===== config.mk =====
export PLATFORM = sky130hd
export DESIGN_NAME = muldiv_flat
export DESIGN_NICKNAME = d
export VERILOG_FILES = /design/src/rtl/muldiv_if.sv /design/src/rtl/muldiv.sv /design/src/flat_wrapper.sv
export SDC_FILE = /design/constraint.sdc
export NUM_CORES = 1
export LEC_CHECK = 0
export CAP_MARGIN = 10
export CELL_PAD_IN_SITES_DETAIL_PLACEMENT = 1
export CELL_PAD_IN_SITES_GLOBAL_PLACEMENT = 2
export CORE_ASPECT_RATIO = 1.5
export CORE_MARGIN = 2
export CORE_UTILIZATION = 34
export CTS_CLUSTER_DIAMETER = 40
export DETAILED_ROUTE_END_ITERATION = 6
export MAX_ROUTING_LAYER = met4
export PLACE_DENSITY_LB_ADDON = 0.1
export SLEW_MARGIN = 20
export SYNTH_ARGS = -nofsm -noshare
export SYNTH_HDL_FRONTEND = slang
export SYNTH_SLANG_ARGS = --single-unit

===== constraint.sdc =====
create_clock -name clk -period 6.44 [get_ports clk]
set_clock_uncertainty 0.1 [all_clocks]
set_input_delay 0.966 -clock clk [delete_from_list [all_inputs] [get_ports clk]]
set_output_delay 0.966 -clock clk [all_outputs]
set_load 0.01 [all_outputs]

===== src/rtl/muldiv_if.sv =====
`default_nettype none
// =====================================================================
// muldiv_if : start/busy/done handshake, operands and HI/LO bundle
// Rev 1.0
// =====================================================================
interface muldiv_if;
    logic        start;
    logic [1:0]  op;
    logic [31:0] a;
    logic [31:0] b;
    logic        mthi;
    logic        mtlo;
    logic [31:0] wdata;
    logic        busy;
    logic        done;
    logic [31:0] hi;
    logic [31:0] lo;

    modport master (
        output start, op, a, b, mthi, mtlo, wdata,
        input  busy, done, hi, lo
    );

    modport slave (
        input  start, op, a, b, mthi, mtlo, wdata,
        output busy, done, hi, lo
    );
endinterface
`default_nettype wire


===== src/rtl/muldiv.sv =====
`default_nettype none
// =====================================================================
// muldiv : radix-2 iterative MULT/MULTU/DIV/DIVU into HI/LO, 32 steps.
// Option : define MULDIV_DIV_EN to build the restoring divider. Rev 1.0
// =====================================================================
module muldiv (
    input  logic    clk,
    input  logic    reset_n,
    muldiv_if.slave bus
);
    typedef enum logic [1:0] {
        S_IDLE = 2'd0,
        S_RUN  = 2'd1,
        S_DONE = 2'd2
    } state_t;

    state_t      r_state;
    state_t      w_state_next;
    state_t      w_start_state;
    logic [4:0]  r_count;
    logic [63:0] r_acc;
    logic [31:0] r_mcand;
    logic        r_neg_res;
    logic [31:0] r_hi;
    logic [31:0] r_lo;

    logic        w_accept;
    logic        w_last;
    logic        w_signed;
    logic        w_a_neg;
    logic        w_b_neg;
    logic [31:0] w_a_mag;
    logic [31:0] w_b_mag;
    logic [32:0] w_msum;
    logic [63:0] w_acc_next;
    logic [63:0] w_prod;

    assign w_accept = bus.start && (r_state != S_RUN);
    assign w_last   = (r_state == S_RUN) && (r_count == 5'd31);
    assign w_signed = ~bus.op[0];
    assign w_a_neg  = w_signed & bus.a[31];
    assign w_b_neg  = w_signed & bus.b[31];
    assign w_a_mag  = w_a_neg ? (~bus.a + 32'd1) : bus.a;
    assign w_b_mag  = w_b_neg ? (~bus.b + 32'd1) : bus.b;

    // Multiplier magnitude sits in r_acc[31:0] and is consumed LSB first.
    assign w_msum     = {1'b0, r_acc[63:32]} + {1'b0, (r_acc[0] ? r_mcand : 32'd0)};
    assign w_acc_next = {w_msum, r_acc[31:1]};
    assign w_prod     = r_neg_res ? (~w_acc_next + 64'd1) : w_acc_next;

`ifdef MULDIV_DIV_EN
    logic        r_op_div;
    logic        r_neg_rem;
    logic        r_dz;
    logic [31:0] r_rem;
    logic [31:0] r_quo;
    logic [32:0] w_shift;
    logic        w_borrow;
    logic [31:0] w_rem_next;
    logic [31:0] w_quo_next;
    logic [31:0] w_div_hi;
    logic [31:0] w_div_lo;

    // w_shift is the 33-bit partial remainder after shifting in the next dividend bit.
    assign w_shift    = {r_rem, r_quo[31]};
    assign w_borrow   = w_shift < {1'b0, r_mcand};
    assign w_rem_next = w_borrow ? w_shift[31:0] : (w_shift[31:0] - r_mcand);
    assign w_quo_next = {r_quo[30:0], ~w_borrow};
    assign w_div_lo   = r_dz ? 32'hFFFF_FFFF
                             : (r_neg_res ? (~w_quo_next + 32'd1) : w_quo_next);
    assign w_div_hi   = r_neg_rem ? (~w_rem_next + 32'd1) : w_rem_next;
    assign w_start_state = S_RUN;
`else
    // Without the divider a DIV/DIVU completes immediately and leaves HI/LO alone.
    assign w_start_state = bus.op[1] ? S_DONE : S_RUN;
`endif

    always_ff @(posedge clk) begin
        if (!reset_n) begin
            r_state <= S_IDLE;
        end else begin
            r_state <= w_state_next;
        end
    end

    always_comb begin
        w_state_next = r_state;
        unique case (r_state)
            S_IDLE, S_DONE: begin
                if (bus.start) begin
                    w_state_next = w_start_state;
                end else if (r_state == S_DONE) begin
                    w_state_next = S_IDLE;
                end
            end
            S_RUN: begin
                if (r_count == 5'd31) begin
                    w_state_next = S_DONE;
                end
            end
            default: w_state_next = S_IDLE;
        endcase
    end

    always_ff @(posedge clk) begin
        if (!reset_n) begin
            r_count   <= 5'd0;
            r_acc     <= 64'd0;
            r_mcand   <= 32'd0;
            r_neg_res <= 1'b0;
`ifdef MULDIV_DIV_EN
            r_op_div  <= 1'b0;
            r_neg_rem <= 1'b0;
            r_dz      <= 1'b0;
            r_rem     <= 32'd0;
            r_quo     <= 32'd0;
`endif
        end else if (w_accept) begin
            r_count   <= 5'd0;
            r_acc     <= {32'd0, w_a_mag};
            r_mcand   <= w_b_mag;
            r_neg_res <= w_a_neg ^ w_b_neg;
`ifdef MULDIV_DIV_EN
            r_op_div  <= bus.op[1];
            r_neg_rem <= w_a_neg;
            r_dz      <= (bus.b == 32'd0);
            r_rem     <= 32'd0;
            r_quo     <= w_a_mag;
`endif
        end else if (r_state == S_RUN) begin
            r_count <= r_count + 5'd1;
`ifdef MULDIV_DIV_EN
            if (r_op_div) begin
                r_rem <= w_rem_next;
                r_quo <= w_quo_next;
            end else begin
                r_acc <= w_acc_next;
            end
`else
            r_acc <= w_acc_next;
`endif
        end
    end

    // The final iteration's result goes straight to HI/LO; MTHI/MTLO are locked out during RUN.
    always_ff @(posedge clk) begin
        if (!reset_n) begin
            r_hi <= 32'd0;
            r_lo <= 32'd0;
        end else if (w_last) begin
`ifdef MULDIV_DIV_EN
            if (r_op_div) begin
                r_hi <= w_div_hi;
                r_lo <= w_div_lo;
            end else begin
                r_hi <= w_prod[63:32];
                r_lo <= w_prod[31:0];
            end
`else
            r_hi <= w_prod[63:32];
            r_lo <= w_prod[31:0];
`endif
        end else if (r_state != S_RUN) begin
            if (bus.mthi) begin
                r_hi <= bus.wdata;
            end
            if (bus.mtlo) begin
                r_lo <= bus.wdata;
            end
        end
    end

    assign bus.busy = (r_state == S_RUN);
    assign bus.done = (r_state == S_DONE);
    assign bus.hi   = r_hi;
    assign bus.lo   = r_lo;
endmodule
`default_nettype wire


===== src/flat_wrapper.sv =====
// flat-port wrapper written by rule: the top's interface ports become plain ports
module muldiv_flat 
  (clk, reset_n, bus_start, bus_op, bus_a, bus_b, bus_mthi, bus_mtlo, bus_wdata, bus_busy, bus_done, bus_hi, bus_lo);
  muldiv_if bus_i ();
  input  logic clk;
  input  logic reset_n;
  input wire logic [$bits(bus_i.start)-1:0] bus_start;
  input wire logic [$bits(bus_i.op)-1:0] bus_op;
  input wire logic [$bits(bus_i.a)-1:0] bus_a;
  input wire logic [$bits(bus_i.b)-1:0] bus_b;
  input wire logic [$bits(bus_i.mthi)-1:0] bus_mthi;
  input wire logic [$bits(bus_i.mtlo)-1:0] bus_mtlo;
  input wire logic [$bits(bus_i.wdata)-1:0] bus_wdata;
  output wire logic [$bits(bus_i.busy)-1:0] bus_busy;
  output wire logic [$bits(bus_i.done)-1:0] bus_done;
  output wire logic [$bits(bus_i.hi)-1:0] bus_hi;
  output wire logic [$bits(bus_i.lo)-1:0] bus_lo;
  assign bus_i.start = bus_start;
  assign bus_i.op = bus_op;
  assign bus_i.a = bus_a;
  assign bus_i.b = bus_b;
  assign bus_i.mthi = bus_mthi;
  assign bus_i.mtlo = bus_mtlo;
  assign bus_i.wdata = bus_wdata;
  assign bus_busy = bus_i.busy;
  assign bus_done = bus_i.done;
  assign bus_hi = bus_i.hi;
  assign bus_lo = bus_i.lo;
  muldiv u_core (.clk(clk), .reset_n(reset_n), .bus(bus_i));
endmodule

==> impl_metrics.json <==
{
  "dr_wl_met2_microns": 23400,
  "ios": 169,
  "worstPathArrival_ps": 5030,
  "synth_nets": 1657,
  "grt_start_max_net_pins": 85,
  "critPathTopFamily": "simple AND/OR/NAND/NOR gates",
  "crit-reg2reg-launch": "u_core.r_acc[0]",
  "rows": 82,
  "period_share": 0.744,
  "p_per_area_nw_per_um2": 204,
  "met1_length_microns": 16900,
  "cp-end-kind": "flop",
  "cp_slowest_cell": "dfxtp_1",
  "hold_viol": 0,
  "rr_worst_depth": 14,
  "final_layout_size_suffix_gt1_frac": 0.0551,
  "drc": 0,
  "max_slew.worst_pin.slew_ps": 1030,
  "postCtsSetupBuffers": 0,
  "synthArstFlopShare": 0,
  "ant_nets": 0,
  "final_area_sq_um": 14000,
  "setup_viol": 0,
  "wl_per_cell_microns": 21.1,
  "maxCapViolations": 0,
  "layoutNonFillerInstCount": 2053,
  "synth_top_cell_by_area": "dfxtp_1",
  "wl_met3_microns": 996,
  "routed_via_density": 5.65,
  "netlist.area_leader.share": 0.293,
  "dp_hpwl_microns": 34300,
  "highest_layer": "met4",
  "drtIter0Drc": 491,
  "clock-sinks": 168,
  "grt_usage": 0.255,
  "place_ws_ps": 1630,
  "place.gp.congestion": 0.930,
  "dieArea_sq_um": 35300,
  "dominantRegCellSynth": "dfxtp_1",
  "antenna_found_initial": 0,
  "grt-ovfl-total": 0,
  "cts_hold_buf": 0,
  "numPortBuffers": 168,
  "total_leakage_power_nw": 5.44,
  "r2r_slack_ps": 1650,
  "clock-root-buffer": "clkbuf_16",
  "cts_max_path_buffers": 2,
  "clkLatencyLatePin_ps": 460,
  "period_minus_slack_ps": 4790,
  "cts_tree": "done",
  "final-seq-area_sq_um": 3360,
  "ys_top_cells_by_area": "dfxtp_1, a21oi_1, nor2_1",
  "nFillCells": 4049,
  "final_nets": 1761,
  "setup_ws_ps": 1650,
  "synth_edf_count": 0,
  "finalSetupTns_ps": 0,
  "critPathLaunchType": "flop",
  "slowest_delay_ps": 850,
  "seq_area_frac_synth": 0.293,
  "final_core_util": 0.420,
  "path_cells": "and2_1 -> ha_1 -> inv_1 -> fa_1 -> nor2b_1 -> o31a_1 -> o21ai_1 -> a211oi_1 -> a21oi_2 -> xnor2_1 -> or4b_4 -> or4_4 -> o41ai_1 -> nor2_1",
  "timing.fmax_ghz": 0.209,
  "dieWidth_microns": 154,
  "diodes": 0,
  "finalPower_mw": 2.86,
  "wirelength_microns": 43300,
  "avgSynthCellArea_sq_um": 7.58,
  "core_area_sq_um": 33300,
  "multi_input_comb_area_sq_um": 7690,
  "grt_pass1_wl_microns": 68100,
  "ctsResizeCount": 0,
  "area_growth_syn_to_layout_pct": 22.0,
  "synth_seq_cells": 168,
  "peakVddDrop_mv": 0.145,
  "hold_class": "flop to flop",
  "die_h_microns": 229,
  "hold_slack_ps": 358,
  "dp.cells": 2021,
  "crit_type": "flop to flop",
  "vias": 11600,
  "ys_warn_count": 0,
  "crit_path_max_fanout": 33,
  "initial_core_util": 0.344,
  "cts_buffers": 17,
  "finalMaxSlewViolations": 0,
  "crit_required_ps": 6680,
  "critical_path.endpoint": "u_core.bus.hi[27]",
  "cts_max_level": 4,
  "r2r-end": "u_core.bus.hi[27]",
  "cp_num_buf_inv": 1,
  "grt_setup_unrepaired": "no",
  "grt_pass1_vias": 11900,
  "relSlewSlack": 0.310,
  "clk_pin_slew_ps": 70,
  "yosysUniqueCellTypes": 81,
  "syn-cell-area_sq_um": 11500,
  "drt-pass1-iter-count": 5,
  "crit_start": "u_core.r_acc[0]",
  "status": "finished clean",
  "placed_cell_area_sq_um": 13400,
  "synthCells": 1516,
  "path_depth": 14
}
## cell families after synthesis
logic type / count (synthesis) / share of synthesized area
AND/OR/NAND/NOR: 583 / 0.243
AO/OA/AOI/OAI: 475 / 0.278
buffers and inverters: 117 / 0.0395
XOR/XNOR: 127 / 0.0975
adder cells (fa/ha/maj): 38 / 0.0421
flip-flops: 168 / 0.293
multiplexers: 8 / 0.00730
## worst min path at each step
| stage | cells after the start | start | endpoint |
|---|---|---|---|
| after global routing | 2 | u_core.bus.lo[3] | u_core.bus.lo[3] |
| after detailed placement | 2 | u_core.bus.lo[1] | u_core.bus.lo[1] |
| after global placement | 2 | u_core.bus.lo[3] | u_core.bus.lo[3] |
| after floorplan | 2 | u_core.r_mcand[0] | u_core.r_mcand[0] |
| after CTS | 2 | u_core.bus.lo[1] | u_core.bus.lo[1] |
| final | 2 | u_core.bus.lo[1] | u_core.bus.lo[1] |
## state kept, by name, summed over array words and instances, names as in the netlist
signal and count:
u_core.r_acc 64, u_core.r_count 5, u_core.r_neg_res 1, u_core.bus.hi 32
u_core.bus.lo 32, u_core.r_state 2, u_core.r_mcand 32
## Yosys cell counts (3+ instances only)
library cell	instances
a41oi_1	4
o41ai_1	10
ha_1	37
a21oi_1	167
or4_4	3
nand2b_1	8
o21bai_1	3
inv_1	20
and4_1	3
o211a_1	32
buf_1	7
a211oi_1	72
or3_1	26
o21ai_1	7
nand3b_1	8
dfxtp_1	168
nor2b_1	8
and2_1	40
xnor2_1	54
buf_2	9
a311oi_1	14
a21oi_2	3
mux2i_1	5
nor3_1	22
a21o_1	10
a211o_1	4
o221ai_1	14
nand2_1	173
a31oi_1	5
nand4_1	12
o31ai_1	22
o21ai_0	69
clkbuf_1	80
and3_1	12
or4_1	8
o21a_1	6
nand3_1	38
mux2_2	3
nor2_1	190
nor4_1	12
o211ai_1	9
xor2_1	72
o41ai_2	4
## per-layer routing
layer,track usage,vias to the layer above
li1,-,5707
met1,0.259,5643
met2,0.482,184
met3,0.0305,61
met4,0.117,0
met5,-,-
## placed cells by master (no fill, tap or decap), types with 9 or more instances in the layout
master	netlist	routed
xnor2_1	54	54
o211a_1	32	32
o21ai_0	69	69
a21oi_1	167	166
ha_1	37	37
o31ai_1	22	22
or3_1	26	26
xor2_1	72	72
o221ai_1	14	14
nand3_1	38	38
nor4_1	12	12
a311oi_1	14	14
o211ai_1	9	9
clkbuf_16	0	17
nor3_1	22	22
clkdlybuf4s50_1	0	166
a211oi_1	72	72
nand2_1	173	172
and2_1	40	39
inv_1	20	18
buf_4	1	14
nand4_1	12	12
and3_1	12	12
nor2_1	190	189
a21o_1	10	10
dfxtp_1	168	167
o41ai_1	10	10
## where the power goes
group,switching [mW],total (mW),internal [mW]
combinational,0.367,0.643,0.276
clock,0.517,1.04,0.518
sequential,0.0753,1.18,1.11
total,0.960,2.86,1.90
## cell type report
cell class	count	share of cell area
Tap cell	420	0.0375
Clock inverter	15	0.0107
Clock buffer	17	0.0304
Multi-Input combinational cell	1231	0.549
Timing Repair Buffer	182	0.127
Inverter	20	0.00536
Sequential cell	168	0.240
## tightest hold or removal path, stage by stage, from the launching register on
cell and delay, ps:
dfxtp_1 310, nand2_1 50, a21oi_1 50
(Power assumes the default switching activity.)
